File: config.mk
export PLATFORM = sky130hd
export DESIGN_NAME = optical_frame_gen
export DESIGN_NICKNAME = d
export VERILOG_FILES = /design/src/rtl/optical_frame_gen.sv
export SDC_FILE = /design/constraint.sdc
export NUM_CORES = 1
export LEC_CHECK = 0
export CELL_PAD_IN_SITES_DETAIL_PLACEMENT = 0
export CELL_PAD_IN_SITES_GLOBAL_PLACEMENT = 2
export CORE_ASPECT_RATIO = 0.5
export CORE_MARGIN = 8
export CORE_UTILIZATION = 29
export DETAILED_ROUTE_END_ITERATION = 10
export HOLD_SLACK_MARGIN = 0.05
export PLACE_DENSITY = 0.8
export SYNTH_ARGS = -nofsm -noshare
export SYNTH_HDL_FRONTEND = slang
export SYNTH_SLANG_ARGS = --single-unit
File: constraint.sdc
create_clock -name clk -period 1.95 [get_ports clk]
set_clock_uncertainty 0.2 [all_clocks]
set_input_delay 0.39 -clock clk [delete_from_list [all_inputs] [get_ports clk]]
set_output_delay 0.39 -clock clk [all_outputs]
set_load 0.05 [all_outputs]
File: src/rtl/optical_frame_gen.sv
// optical_frame_gen: serial frame generator for the optical link transmitter.
// Each frame is a start bit, DATA_W data bits sent LSB first, an optional even-parity
// bit and STOP_BITS stop bits. Every line bit lasts CLKS_PER_BIT cycles.
// Build option: define OPT_FRAME_PARITY_EN to insert the even-parity bit.
// Ports:
//   clk, rst_n     clock and asynchronous active-low reset
//   pattern_data   pattern captured when pattern_valid && pattern_ready
//   pattern_valid  pattern_data is valid
//   pattern_ready  a pattern can be accepted this cycle (IDLE or last stop cycle)
//   repeat_en      resend the latched pattern back-to-back while high
//   out_bit        serial line output (on/off keyed)
//   busy           high in every state except IDLE
//   frame_done     one-cycle pulse on the final cycle of the final stop bit
`timescale 1ns/1ps
module optical_frame_gen #(
    parameter int unsigned DATA_W       = 8,
    parameter int unsigned CLKS_PER_BIT = 1,
    parameter int unsigned STOP_BITS    = 1,
    parameter logic        IDLE_LEVEL   = 1'b0
) (
    input  logic              clk,
    input  logic              rst_n,
    input  logic [DATA_W-1:0] pattern_data,
    input  logic              pattern_valid,
    output logic              pattern_ready,
    input  logic              repeat_en,
    output logic              out_bit,
    output logic              busy,
    output logic              frame_done
);

    localparam int unsigned CYC_W = (CLKS_PER_BIT > 1) ? $clog2(CLKS_PER_BIT) : 1;
    localparam int unsigned BIT_W = (DATA_W > 1) ? $clog2(DATA_W) : 1;
    localparam logic [CYC_W-1:0] CYC_LAST  = CYC_W'(CLKS_PER_BIT - 1);
    localparam logic [BIT_W-1:0] DATA_LAST = BIT_W'(DATA_W - 1);
    localparam logic [BIT_W-1:0] STOP_LAST = BIT_W'(STOP_BITS - 1);

    typedef enum logic [2:0] {
        S_IDLE   = 3'd0,
        S_START  = 3'd1,
        S_DATA   = 3'd2,
`ifdef OPT_FRAME_PARITY_EN
        S_PARITY = 3'd3,
`endif
        S_STOP   = 3'd4
    } state_e;

    state_e              state_q, state_d;
    logic [CYC_W-1:0]    cyc_q, cyc_d;
    logic [BIT_W-1:0]    bit_q, bit_d;
    logic [DATA_W-1:0]   shadow_q, shadow_d;
    logic [DATA_W-1:0]   data_sh;
    logic                out_q, out_d;
    logic                busy_q, busy_d;
    logic                done_q, done_d;
    logic                ready_q, ready_d;
    logic                xfer;
    logic                bit_end;
    logic                last_d;

    // ready_q always equals the decode of the current state/counters
    assign xfer    = pattern_valid && ready_q;
    assign bit_end = (cyc_q == CYC_LAST);

    // Next state, counters and output values; outputs are decoded from the next state
    // so that the registered outputs line up with the registered state.
    always_comb begin
        state_d  = state_q;
        cyc_d    = cyc_q + CYC_W'(1);
        bit_d    = bit_q;
        shadow_d = shadow_q;
        out_d    = IDLE_LEVEL;
        data_sh  = '0;

        if (xfer) begin
            shadow_d = pattern_data;
        end

        case (state_q)
            S_IDLE: begin
                cyc_d = '0;
                bit_d = '0;
                if (xfer) begin
                    state_d = S_START;
                end
            end
            S_START: begin
                if (bit_end) begin
                    state_d = S_DATA;
                    cyc_d   = '0;
                    bit_d   = '0;
                end
            end
            S_DATA: begin
                if (bit_end) begin
                    cyc_d = '0;
                    if (bit_q == DATA_LAST) begin
                        bit_d   = '0;
`ifdef OPT_FRAME_PARITY_EN
                        state_d = S_PARITY;
`else
                        state_d = S_STOP;
`endif
                    end else begin
                        bit_d = bit_q + BIT_W'(1);
                    end
                end
            end
`ifdef OPT_FRAME_PARITY_EN
            S_PARITY: begin
                if (bit_end) begin
                    state_d = S_STOP;
                    cyc_d   = '0;
                    bit_d   = '0;
                end
            end
`endif
            S_STOP: begin
                if (bit_end) begin
                    cyc_d = '0;
                    if (bit_q == STOP_LAST) begin
                        bit_d = '0;
                        // new transfer wins over repeat; both restart with no gap
                        if (xfer || repeat_en) begin
                            state_d = S_START;
                        end else begin
                            state_d = S_IDLE;
                        end
                    end else begin
                        bit_d = bit_q + BIT_W'(1);
                    end
                end
            end
            default: begin
                state_d = S_IDLE;
                cyc_d   = '0;
                bit_d   = '0;
            end
        endcase

        // Line level for the upcoming cycle
        data_sh = shadow_d >> bit_d;
        case (state_d)
            S_START:  out_d = ~IDLE_LEVEL;
            S_DATA:   out_d = data_sh[0];
`ifdef OPT_FRAME_PARITY_EN
            S_PARITY: out_d = ^shadow_d;
`endif
            default:  out_d = IDLE_LEVEL;
        endcase

        busy_d  = (state_d != S_IDLE);
        last_d  = (state_d == S_STOP) && (cyc_d == CYC_LAST) && (bit_d == STOP_LAST);
        done_d  = last_d;
        ready_d = (state_d == S_IDLE) || last_d;
    end

    // State, counters, shadow pattern and registered outputs
    always_ff @(posedge clk or negedge rst_n) begin
        if (!rst_n) begin
            state_q  <= S_IDLE;
            cyc_q    <= '0;
            bit_q    <= '0;
            shadow_q <= '0;
            out_q    <= IDLE_LEVEL;
            busy_q   <= 1'b0;
            done_q   <= 1'b0;
            ready_q  <= 1'b1;
        end else begin
            state_q  <= state_d;
            cyc_q    <= cyc_d;
            bit_q    <= bit_d;
            shadow_q <= shadow_d;
            out_q    <= out_d;
            busy_q   <= busy_d;
            done_q   <= done_d;
            ready_q  <= ready_d;
        end
    end

    assign out_bit       = out_q;
    assign busy          = busy_q;
    assign frame_done    = done_q;
    assign pattern_ready = ready_q;

endmodule

==> results of run 1 <==
==> per-layer routing <==
layer,share of wire (%),GRT usage (%),vias to the layer above,wire (µm)
li1,-,-,285,-
met1,45,9.27,299,803
met2,53,13.3,7,953
met3,1.2,1.66,2,22
met4,1.1,4.83,0,19
met5,0,0,-,0
==> state kept, by name (all words and copies together) (netlist names) <==
| register | count |
|---|---|
| frame_done | 1 |
| state_q | 3 |
| bit_q | 3 |
| busy | 1 |
| out_bit | 1 |
| shadow_q | 8 |
| pattern_ready | 1 |
==> area by class of cell <==
cell class	instances	area [µm²]	share of cell area, %
timing repair buffer	25	228	19.0
inverter	4	16.3	1.36
clock buffer	4	55.1	4.60
tap	37	46.3	3.87
multi-input combinational	43	400	33.4
sequential	18	452	37.7
==> cell usage in the layout, fill, tap and decap left out, drive strengths merged <==
cell type / netlist / routed
mux2: 8 / 8
clkinv: 1 / 1
dfrtp: 17 / 17
nand2b: 6 / 6
nand3b: 1 / 1
inv: 3 / 3
o21bai: 1 / 1
a211o: 1 / 1
o21ai: 1 / 1
nor3b: 1 / 1
mux2i: 5 / 5
or2: 1 / 1
nor3: 3 / 3
o31a: 1 / 1
clkbuf: 0 / 4
nand2: 2 / 2
xnor2: 1 / 1
nor2: 2 / 2
clkdlybuf4s50: 0 / 11
nor4b: 1 / 1
buf: 0 / 14
a22oi: 1 / 1
ha: 3 / 3
dfstp: 1 / 1
a21oi: 2 / 2
a2111oi: 1 / 1
and2b: 1 / 1
==> cells in the mapped netlist, types with 2 or more instances <==
master,count
mux2_2,8
nand2b_1,6
nor3_1,3
nand2_1,2
dfrtp_1,17
a21oi_1,2
inv_1,3
mux2i_1,5
ha_1,3
nor2_1,2
==> cell families (layout without fill, tap and decap cells) <==
| family | after synthesis | in the layout | share of synthesized area (%) |
|---|---|---|---|
| AOI/OAI and AO/OA | 8 | 8 | 6.95 |
| muxes | 13 | 13 | 16.9 |
| and+or+nand+nor | 18 | 18 | 14.1 |
| DFF | 18 | 18 | 54.5 |
| adders and majority gates | 3 | 3 | 4.53 |
| buffers and inverters | 4 | 33 | 1.96 |
| xor gates and xnor gates | 1 | 1 | 1.06 |
==> critical path: stages, from the launching register on <==
cell and delay (ns):
dfrtp_1 0.40, ha_2 0.20, ha_4 0.15, nand2b_4 0.13
a211o_1 0.33, buf_4 0.15, nor3_1 0.13, o31a_1 0.16
o21bai_1 0.06
==> power by group through the flow <==
stage          Sequential (mW)  Clock (mW)  Combinational (mW)
6_report                 0.628       0.304               0.895
4_1_cts                  0.627       0.311               0.890
3_3_place_gp             0.621           0               0.818
2_1_floorplan            0.715           0               0.435
3_5_place_dp             0.633           0               0.846
5_1_grt                  0.647       0.324               0.966
==> path summary, 6_finish.rpt <==
kind / startpoint / to / slack, ns
max: bit_q[0]$_DFF_PN0_ / out_bit$_DFF_PN0_ / -0.06
max in group asynchronous: rst_n / pattern_ready$_DFF_PN1_ / 1.04
min: rst_n / shadow_q[7]$_DFF_PN0_ / 0.25
max reg2reg: bit_q[0]$_DFF_PN0_ / out_bit$_DFF_PN0_ / -0.06
min in group clk: shadow_q[7]$_DFF_PN0_ / shadow_q[7]$_DFF_PN0_ / 0.30
min reg2reg: shadow_q[7]$_DFF_PN0_ / shadow_q[7]$_DFF_PN0_ / 0.30
==> what timing repair did <==
item,4_1_cts,5_1_grt
pin swaps,4,0
gates resized for setup,3,1
buffers inserted,1,1
setup endpoints to repair,2,3
==> run summary, run 1 <==
The vertical die dimension was 53.8 µm. From synthesis to final layout, the design area changed by 44.6%. For this run, the total global-route usage over all layers was measured as 7.82%.

The power per unit of standard cell area works out to 1530 nW/µm². For the non-filler instance count after layout, the log shows 131. The area of the die is 4930 µm², and the sequential-to-total area share from yosys stat is 54.5%. The tools report the number of global-route vias before repair as 603.

Critical path startpoint category: a register. The logs give 0.499 GHz for the highest clock rate and 0 for the total of hold buffers inserted after clock tree synthesis. The clock network is responsible for 16.6% of the overall power. The number of buffers added by the clock tree synthesis step was 3. After detailed routing, the average wire length per cell comes to 13.7 µm. The region available for standard cell placement spans 2650 µm².

The maximum number of pins on one net before global-route repair came out at 19. Most common flop cell mapped by yosys: dfrtp_1. The tools report the first-pass iteration count of the detailed router as 2. 16 I/O pins were placed.

The synthesized area per cell works out to 12.7 µm². The run gives 3.02 mm as the global-route wire length before repair. The logs give 1.83 mW for the overall power and -0.304 ns for the setup slack at placement.

The layout has 237 filler cells. The number of antenna violations at the first check in global routing came out at 0. TritonCTS built the clock tree. The number of instances in the synthesized netlist is 65. The final-layout worst hold slack is 0.254 ns, and the routability congestion estimate from global placement is 0.727. STA classifies the critical path endpoint as a register.

The largest vdd supply drop was 525 µV. The run finished, with violations left. Final period demand of the worst path: 2.01 ns. Combinational logic is responsible for 49.0% of the overall power.

The number of flops mapped to enable cells by yosys was 0; the sum of negative setup slack was -0.0679 ns. In this run the worst hold path is classified as in2async. Of the available clock period, the critical path in the final layout requires 103%. Measured along the x axis, the die boundary spans 91.6 µm. Synthesis-stage register bit count: 18. At the pin with the least slew margin, the transition time is 0.466 ns. The tool flagged a number of max-cap violations equal to 0. Net switching fraction of the power: 36.0%. Cells with a size suffix above 1 make up 36.2% of the layout. Global routing finished with a remaining overflow of 0. The relative contribution of sequential cells to total power was 34.4%.

The number of different library cells in the post-synthesis netlist was 24; the synthesized cell area was 828 µm². STA puts the critical path data required time at 1.89 ns. The half-perimeter wire length after placement is 1.37 mm, and the depth of the worst register-to-register path is 8. During synthesis, Yosys emitted a total of 0 warnings. Biggest area consumer among synthesized cells: dfrtp_1. After synthesis, the share of flip-flops with an asynchronous set or reset is 100%. Number of hold violations in the final report: 0. In this run the cell area measured after placement is 1090 µm².

The final max-slew violation count came out at 0. The final reports fail on negative setup slack. Summed over all cells, the static leakage comes to 0.516 nW. The fraction of post-synthesis cell area in the top cell type by area is 51.4%. The final layout contains routed wiring with a total length of 1.80 mm. Cells fill 45.2% of the core in the end. The final antenna-violating net count was 0; the headroom to the max-slew limit was 68.9%. Sorting the synthesized cells by area gives the leading types as dfrtp_1 51%, mux2_2 11%, mux2i_1 6.0%, ha_1 4.5%, nand2b_1 4.5%.

In this run the tool buffered the top-level ports with 15 buffer cells. Dividing the detail-routed via count by the number of cells gives 4.53. After the first detailed-routing iteration, the DRC count stood at 16. The clock reaches the later pin of the worst-skew pair after 0.26 ns.

Summing all non-filler instances in the final layout gives an area of 1200 µm². After floorplanning, the core was divided into 13 placement rows. Setup violations remaining at the end of the flow were counted as 2. Internal power comes to 1.17 mW. Counting every net in the synthesized netlist gives 80.

Including well taps, the total number of placed cells is 125. For the setup slack after layout, the log shows -0.0559 ns. By startpoint and endpoint, the worst setup path is classified as reg2reg. CTS saw 18 sinks.

In this run the power spent charging and discharging nets is 0.658 mW. Post-route DRC violation count: 0. Setup repair after global routing could not meet its margin everywhere. The clock root buffer was clkbuf_8. The routed layout has 593 vias. In the final design database the tool counted 110 nets. The count of antenna diodes in the layout is 0, and the register clock-pin slew on the reported worst setup and hold paths is 0.07 ns. In this run the worst path has a maximum fanout of 3.

The number of levels the H-tree was split into was 1. Data on the critical path arrives at its endpoint at 1.95 ns. The logs give 2 for the number of buffers on the longest clock path and 31.2% for the initial standard-cell utilization of the core.
Power figures use the tool's default switching activity.
==> inputs of run 2 (changes only) <==
--- a/config.mk
+++ b/config.mk
@@ -12,7 +12,7 @@
 export CORE_UTILIZATION = 29
 export DETAILED_ROUTE_END_ITERATION = 10
 export HOLD_SLACK_MARGIN = 0.05
-export PLACE_DENSITY = 0.8
+export PLACE_DENSITY_LB_ADDON = 0.15
 export SYNTH_ARGS = -nofsm -noshare
 export SYNTH_HDL_FRONTEND = slang
 export SYNTH_SLANG_ARGS = --single-unit
==> run 2 against run 1 <==
Against the previous run:
- the run still ends with negative setup slack left
- setup slack gained 0.012 ns
- sequential share of layout area shrank 1.2 points
- global-route usage grew 0.058 points
- largest cell class unchanged
- critical path type unchanged
- first-iteration DRC count shrank 6.3%
- fmax grew 0.62%
- die area is the same
- cell area grew 3.2%
==> run summary, run 2 (same netlist as run 1, synthesis figures left out) <==
The run finished, with violations left. The final reports fail on negative setup slack. For this design the total switching power over the nets is 0.661 mW.

In this run the tool buffered the top-level ports with 15 buffer cells. The final max-slew violation count is 0, and the relative contribution of sequential cells to total power is 34.1%. The number of antenna violations at the first check in global routing is 0. Adding up every negative setup slack in the final design gives -0.0435 ns.

Net switching is 35.8% of the power. The floorplan step set the die width to 91.6 µm. The logs give 1 for the number of setup violations in the final report and 16.3% for the relative contribution of the clock network to total power. Registers take 452 µm². The leakage power total was 0.538 nW. The number of hold violations in the final report came out at 0. The number of levels the H-tree was split into was 1; the largest vdd supply drop was 518 µV. During I/O placement, the number of pins put on the boundary was 16.

The run gives 1.19 mW as the cell internal power dissipation. The register with the most flip-flops in the layout has 8 of them. STA classifies the critical path endpoint as a register. The largest register by flop count is shadow_q. CTS placed an instance of clkbuf_8 at the clock tree root.

In this run the power density over the cells is 1490 nW/µm². The routability congestion estimate from global placement came out at 0.742. The run gives 0.263 ns as the final-layout worst hold slack.

Setup repair after global routing could not meet its margin everywhere. The detailed router finished its first iteration with 15 violations. The initialized floorplan defines 13 standard-cell rows. Summed over all layers, the global routing overflow is 0. STA classifies the critical path startpoint as a register. For the pin with the worst max-slew slack, the measured transition is 0.303 ns.

The register clock-pin slew on the reported worst setup and hold paths was 0.07 ns. The count of nets left with antenna violations once routing finished came out at 0. The vertical die dimension is 53.8 µm, and the via total after detailed routing is 579.

The setup path with the least slack is of type reg2reg. Relative to the synthesized area, the layout overhead comes to 49.2%. STA puts the critical path data required time at 1.93 ns.

At the end of the flow, the number of nets in the layout was 113. The post-route DRC violation count was 0. The total of fill cells in the finished design was 252; the mean routed wirelength per cell was 13.5 µm. In the final layout, the multi-input gates occupy 417 µm². The number of vias per cell is 4.32.

The clock reaches the later pin of the worst-skew pair after 0.25 ns. The final layout contains routed wiring with a total length of 1.81 mm. The most common library cell in the layout ignoring fill and taps was dfrtp_1. Leaving out fill and tap cells, the most frequent cells in the layout are 17 x dfrtp_1, 16 x buf_4, 11 x clkdlybuf4s50_1.

The clock net sink count is 18. The number of global-route vias before repair is 591, and the combinational fraction of design power is 49.6%. Summed over all nets, the half-perimeter wirelength after detailed placement is 1.38 mm. Static timing analysis puts the maximum clock frequency at 0.502 GHz. TritonCTS built the clock tree. The tools report the setup slack after layout as -0.0435 ns. The number of max-cap violations was 0. Count of antenna diodes in the layout: 0. The region available for standard cell placement spans 2650 µm².

The worst path uses 102% of the clock period. Global routing used 7.88% of the available tracks. The worst min-delay path class was in2async. The worst path in the final design needs a cycle of 1.99 ns, including I/O delays and setup. The first global-routing pass estimated 2.90 mm of wire. Entering global routing, the biggest net connects 19 pins. The largest registers in the layout are shadow_q (8), bit_q (3), state_q (3).

Clock tree synthesis inserted a total of 3 buffers. Largest fanout on the critical path: 4. The worst pin sits at a relative slew slack of 79.8%. The layout cell share with drive strength beyond 1 was 44.3%. For the initial standard-cell utilization of the core, the log shows 31.2%. The number of buffers on the longest clock path was 2. For this run, the detailed router's first-pass iteration total came to 3.

The area of the die is 4930 µm², and the critical path arrival is 1.97 ns.
-- run 2: critical path, cell delays in order (launching register included) --
cell      delay [ns]
dfrtp_1         0.40
ha_2            0.19
ha_4            0.16
nand2b_4        0.13
a211o_1         0.32
clkinv_2        0.10
nor3_1          0.05
o31a_1          0.27
o21bai_1        0.11
-- run 2: power groups by stage --
stage                     combinational [mW]  clock, mW  sequential, mW
after floorplan                        0.435          0           0.715
after detailed placement               0.866          0           0.632
after global routing                    1.01      0.339           0.645
after global placement                 0.862          0           0.623
after CTS                              0.907      0.319           0.626
final                                  0.916      0.301           0.629
-- run 2: worst paths after layout --
kind / start / endpoint / slack [ns] / cells after the start
worst min register to register: shadow_q[6]$_DFF_PN0_ / shadow_q[6]$_DFF_PN0_ / 0.29 / 1
worst max register to register: bit_q[0]$_DFF_PN0_ / out_bit$_DFF_PN0_ / -0.04 / 8
max in group asynchronous: rst_n / pattern_ready$_DFF_PN1_ / 1.03 / 2
worst max-delay path: bit_q[0]$_DFF_PN0_ / out_bit$_DFF_PN0_ / -0.04 / 8
min in group clk: shadow_q[6]$_DFF_PN0_ / shadow_q[6]$_DFF_PN0_ / 0.29 / 1
worst min-delay path: rst_n / shadow_q[0]$_DFF_PN0_ / 0.26 / 2
-- run 2: area by class of cell --
type | instances | area share, %
multi-input cells | 43 | 33.7
inverters | 4 | 1.32
flip-flops and latches | 18 | 36.5
clock buffers | 4 | 4.45
repair buffers | 28 | 20.2
well taps | 37 | 3.74
-- run 2: layer usage --
layer / share of wire (%) / routed length [µm] / vias up / GRT usage, %
li1: - / - / 291 / -
met1: 47 / 852 / 274 / 9.43
met2: 47 / 850 / 9 / 12.0
met3: 4.5 / 82 / 5 / 4.02
met4: 1.3 / 24 / 0 / 3.22
met5: 0 / 0 / - / 0
-- run 2: timing repair --
action / CTS / global route
buffers inserted: 1 / 0
resized for setup: 5 / 5
pin swaps: 5 / 1
hold buffers: 0 / 0
endpoints found under the setup margin: 2 / 3
-- run 2: per-stage QoR --
stage               instance area [µm²]  power, mW  worst slack [ns]  std cells  util (%)
floorplan                           836       1.15           0.00820         65         -
global placement                   1120       1.49            -0.260        129      42.4
detailed placement                 1120       1.50            -0.264        129      42.4
CTS                                1220       1.85           -0.0650        134      45.9
global route                       1240       1.99            -0.131        134      46.6
finish                             1240       1.85           -0.0435        134      46.6
==> inputs of run 3 (changes only) <==
--- a/config.mk
+++ b/config.mk
@@ -13,6 +13,7 @@
 export DETAILED_ROUTE_END_ITERATION = 10
 export HOLD_SLACK_MARGIN = 0.05
 export PLACE_DENSITY_LB_ADDON = 0.15
+export RECOVER_POWER = 25
 export SYNTH_ARGS = -nofsm -noshare
 export SYNTH_HDL_FRONTEND = slang
 export SYNTH_SLANG_ARGS = --single-unit
==> run 3 against run 2 <==
Against the previous run:
- the flow still finishes with violations (negative setup slack)
- fmax unchanged
- clock power is essentially flat
- register-to-register slack about the same
- power hardly changed
- via count unchanged
- worst hold slack gained 0.031 ns
- critical path type unchanged
- largest power group unchanged
==> run summary, run 3 (same netlist as run 1, synthesis figures left out) <==
The flow ran to the end, but the final reports show violations. The checks that failed: negative setup slack. In this run the power density over the cells is 1500 nW/µm². Row generation in the floorplan step produced 13 rows.

For this run, design rule violations remaining after detail routing come to 0. The register with the most flip-flops in the layout has 8 of them. For the pin with the worst max-slew slack, the measured transition is 0.963 ns. Detailed placement ended at an HPWL of 1.38 mm. The depth of the worst register-to-register path works out to 8.

In the final layout, the registers with the most flip-flops are shadow_q (8), bit_q (3), state_q (3). The total number of nets in the final design was 113. Global routing finished with a remaining overflow of 0. The setup slack after layout was -0.0435 ns; the number of input and output port buffers inserted was 15. Worst min-delay path class: reg2reg. The tools report the highest clock rate as 0.502 GHz.

The mean routed wirelength per cell works out to 13.5 µm. The tools report the clock net sink count as 18. At the later pin of the worst-skew pair, clock insertion delay measures 0.25 ns. Data on the critical path is required at its endpoint by 1.93 ns. Across the run, the number of max-cap violations was 0. The number of instances on the worst hold path was 1. The die extent in x was 91.6 µm.

The critical path starts at bit_q[0]$_DFF_PN0_. Entering global routing, the biggest net connects 19 pins. The setup slack at placement is -0.264 ns.

In this run the worst path has a maximum fanout of 4. Number of hold violations in the final report: 0. TritonCTS built the clock tree. After the flow finishes, the layout carries non-filler instances totaling 134. For the initial standard-cell utilization of the core, the log shows 31.2%.

For the worst setup path, the data arrival time is 1.97 ns. The logs give 9.43% for the global-route track usage on met1 and 254 for the total of fill cells in the finished design. The startpoint identified for the worst hold timing path is shadow_q[6]$_DFF_PN0_. Once placement completed, the tool counted placed cells totaling 129. The worst-case IR drop observed on VDD is 518 µV. The first-pass iteration count of the detailed router was 3. Critical path class: reg2reg. STA classifies the critical path endpoint as a register. For the detailed-route wire length, the log shows 1.81 mm. The core region is 2650 µm². The endpoint identified for the worst register-to-register timing path is out_bit$_DFF_PN0_. Hold timing on the final database bottoms out at a slack of 0.293 ns. The global routing's busiest layer was met2. The count of antenna diodes in the layout is 0. Via total after detailed routing: 579. The sum of negative setup slack is -0.0435 ns.

The number of clock buffers added by TritonCTS is 3. During I/O placement, the number of pins put on the boundary was 16. The worst hold endpoint is shadow_q[6]$_DFF_PN0_.

After layout, the minimum clock period comes to 1.99 ns. For the final max-slew violation count, the log shows 0. The number of levels the H-tree was split into is 1. The run gives 591 as the number of global-route vias before repair.

The slack of the worst reg-to-reg path was -0.04 ns; the number of vias per cell was 4.32. In this run the critical register-to-register path is launched from bit_q[0]$_DFF_PN0_. The final critical path takes up 102% of the cycle. Compared with the post-synthesis result, the final layout area differs by 48.8%. The run gives 1120 µm² as the area of placed instances. The register clock-pin slew on the reported worst setup and hold paths is 0.07 ns, and the layout cell share with drive strength beyond 1 is 43.3%.

The critical path startpoint category was a register. The library cell used most frequently in the layout, excluding fill and tap cells, is dfrtp_1. The clock passes through at most 2 buffers. Number of setup violations in the final report: 1. The number of antenna violations at the first check in global routing came out at 0. The leakage power total is 0.534 nW, and the routability congestion estimate from global placement is 0.742. The first global-routing pass estimated 2.90 mm of wire. The final antenna-violating net count is 0, and the global-route usage over all layers is 7.88%.

The area of the die was 4930 µm². Setup repair after global routing could not meet its margin everywhere. The first routing iteration left 15 violations. More flip-flops sit in one register than any other, and that register is shadow_q.

The met2 layer usage reported by global route is 12.0%, and the global routing usage on met3 is 4.02%. The headroom to the max-slew limit came out at 35.8%. The library cells used most frequently in the layout, excluding fill and tap cells, are 17 x dfrtp_1, 15 x buf_4, 10 x clkdlybuf4s50_1. The sequential cells in the finished layout cover a total of 452 µm². Vertical die dimension: 53.8 µm. Buffers inserted to repair hold after CTS numbered 0. Summing all multi-input logic gate instances after layout gives 417 µm². The tools report the post-route standard cell area excluding fillers as 1230 µm².

Clock root buffer: clkbuf_8.
[run 3: changes by cell type in the layout (fill, tap and decap cells not counted)]
cell,before,now
buf_4,16,15
clkbuf_1,0,1
clkdlybuf4s50_1,11,10
dlygate4sd3_1,0,1
[run 3: what timing repair did]
item	in CTS	in global routing
resized for setup	5	5
pin swaps	5	1
setup buffers	1	0
setup endpoints to repair	2	3
[run 3: report_power, final]
group          internal [mW]  switching (mW)
Sequential             0.536          0.0938
Clock                  0.179           0.122
Combinational          0.469           0.445
[run 3: worst max-delay path, cell delays in order, from the launching register on]
cell	delay [ns]
dfrtp_1	0.40
ha_2	0.19
ha_4	0.16
nand2b_4	0.13
a211o_1	0.32
clkinv_2	0.10
nor3_1	0.05
o31a_1	0.27
o21bai_1	0.11
[run 3: per-stage QoR]
stage	total power [mW]	util (%)
after global routing	1.99	46.5
final	1.85	46.5
after detailed placement	1.50	42.4
after global placement	1.49	42.4
after floorplan	1.15	-
after CTS	1.85	45.9
[run 3: worst max-delay path by stage]
stage | slack [ns] | endpoint | cells after the start
after global placement | -0.26 | out_bit$_DFF_PN0_ | 7
after CTS | -0.06 | out_bit$_DFF_PN0_ | 8
after floorplan | 0.008 | out_bit$_DFF_PN0_ | 8
final | -0.04 | out_bit$_DFF_PN0_ | 8
after detailed placement | -0.26 | out_bit$_DFF_PN0_ | 7
after global routing | -0.13 | out_bit$_DFF_PN0_ | 8
[run 3: final cells by class]
cell class                 instances  share of cell area [%]
tap                               37                    3.76
timing repair buffer              28                    20.0
sequential                        18                    36.6
multi-input combinational         43                    33.8
clock buffer                       4                    4.47
inverter                           4                    1.32
[run 3: layer usage]
metal	part of all wire (%)	up-vias
met2	47	9
met4	1.3	0
li1	-	291
met5	0	-
met1	47	274
met3	4.5	5
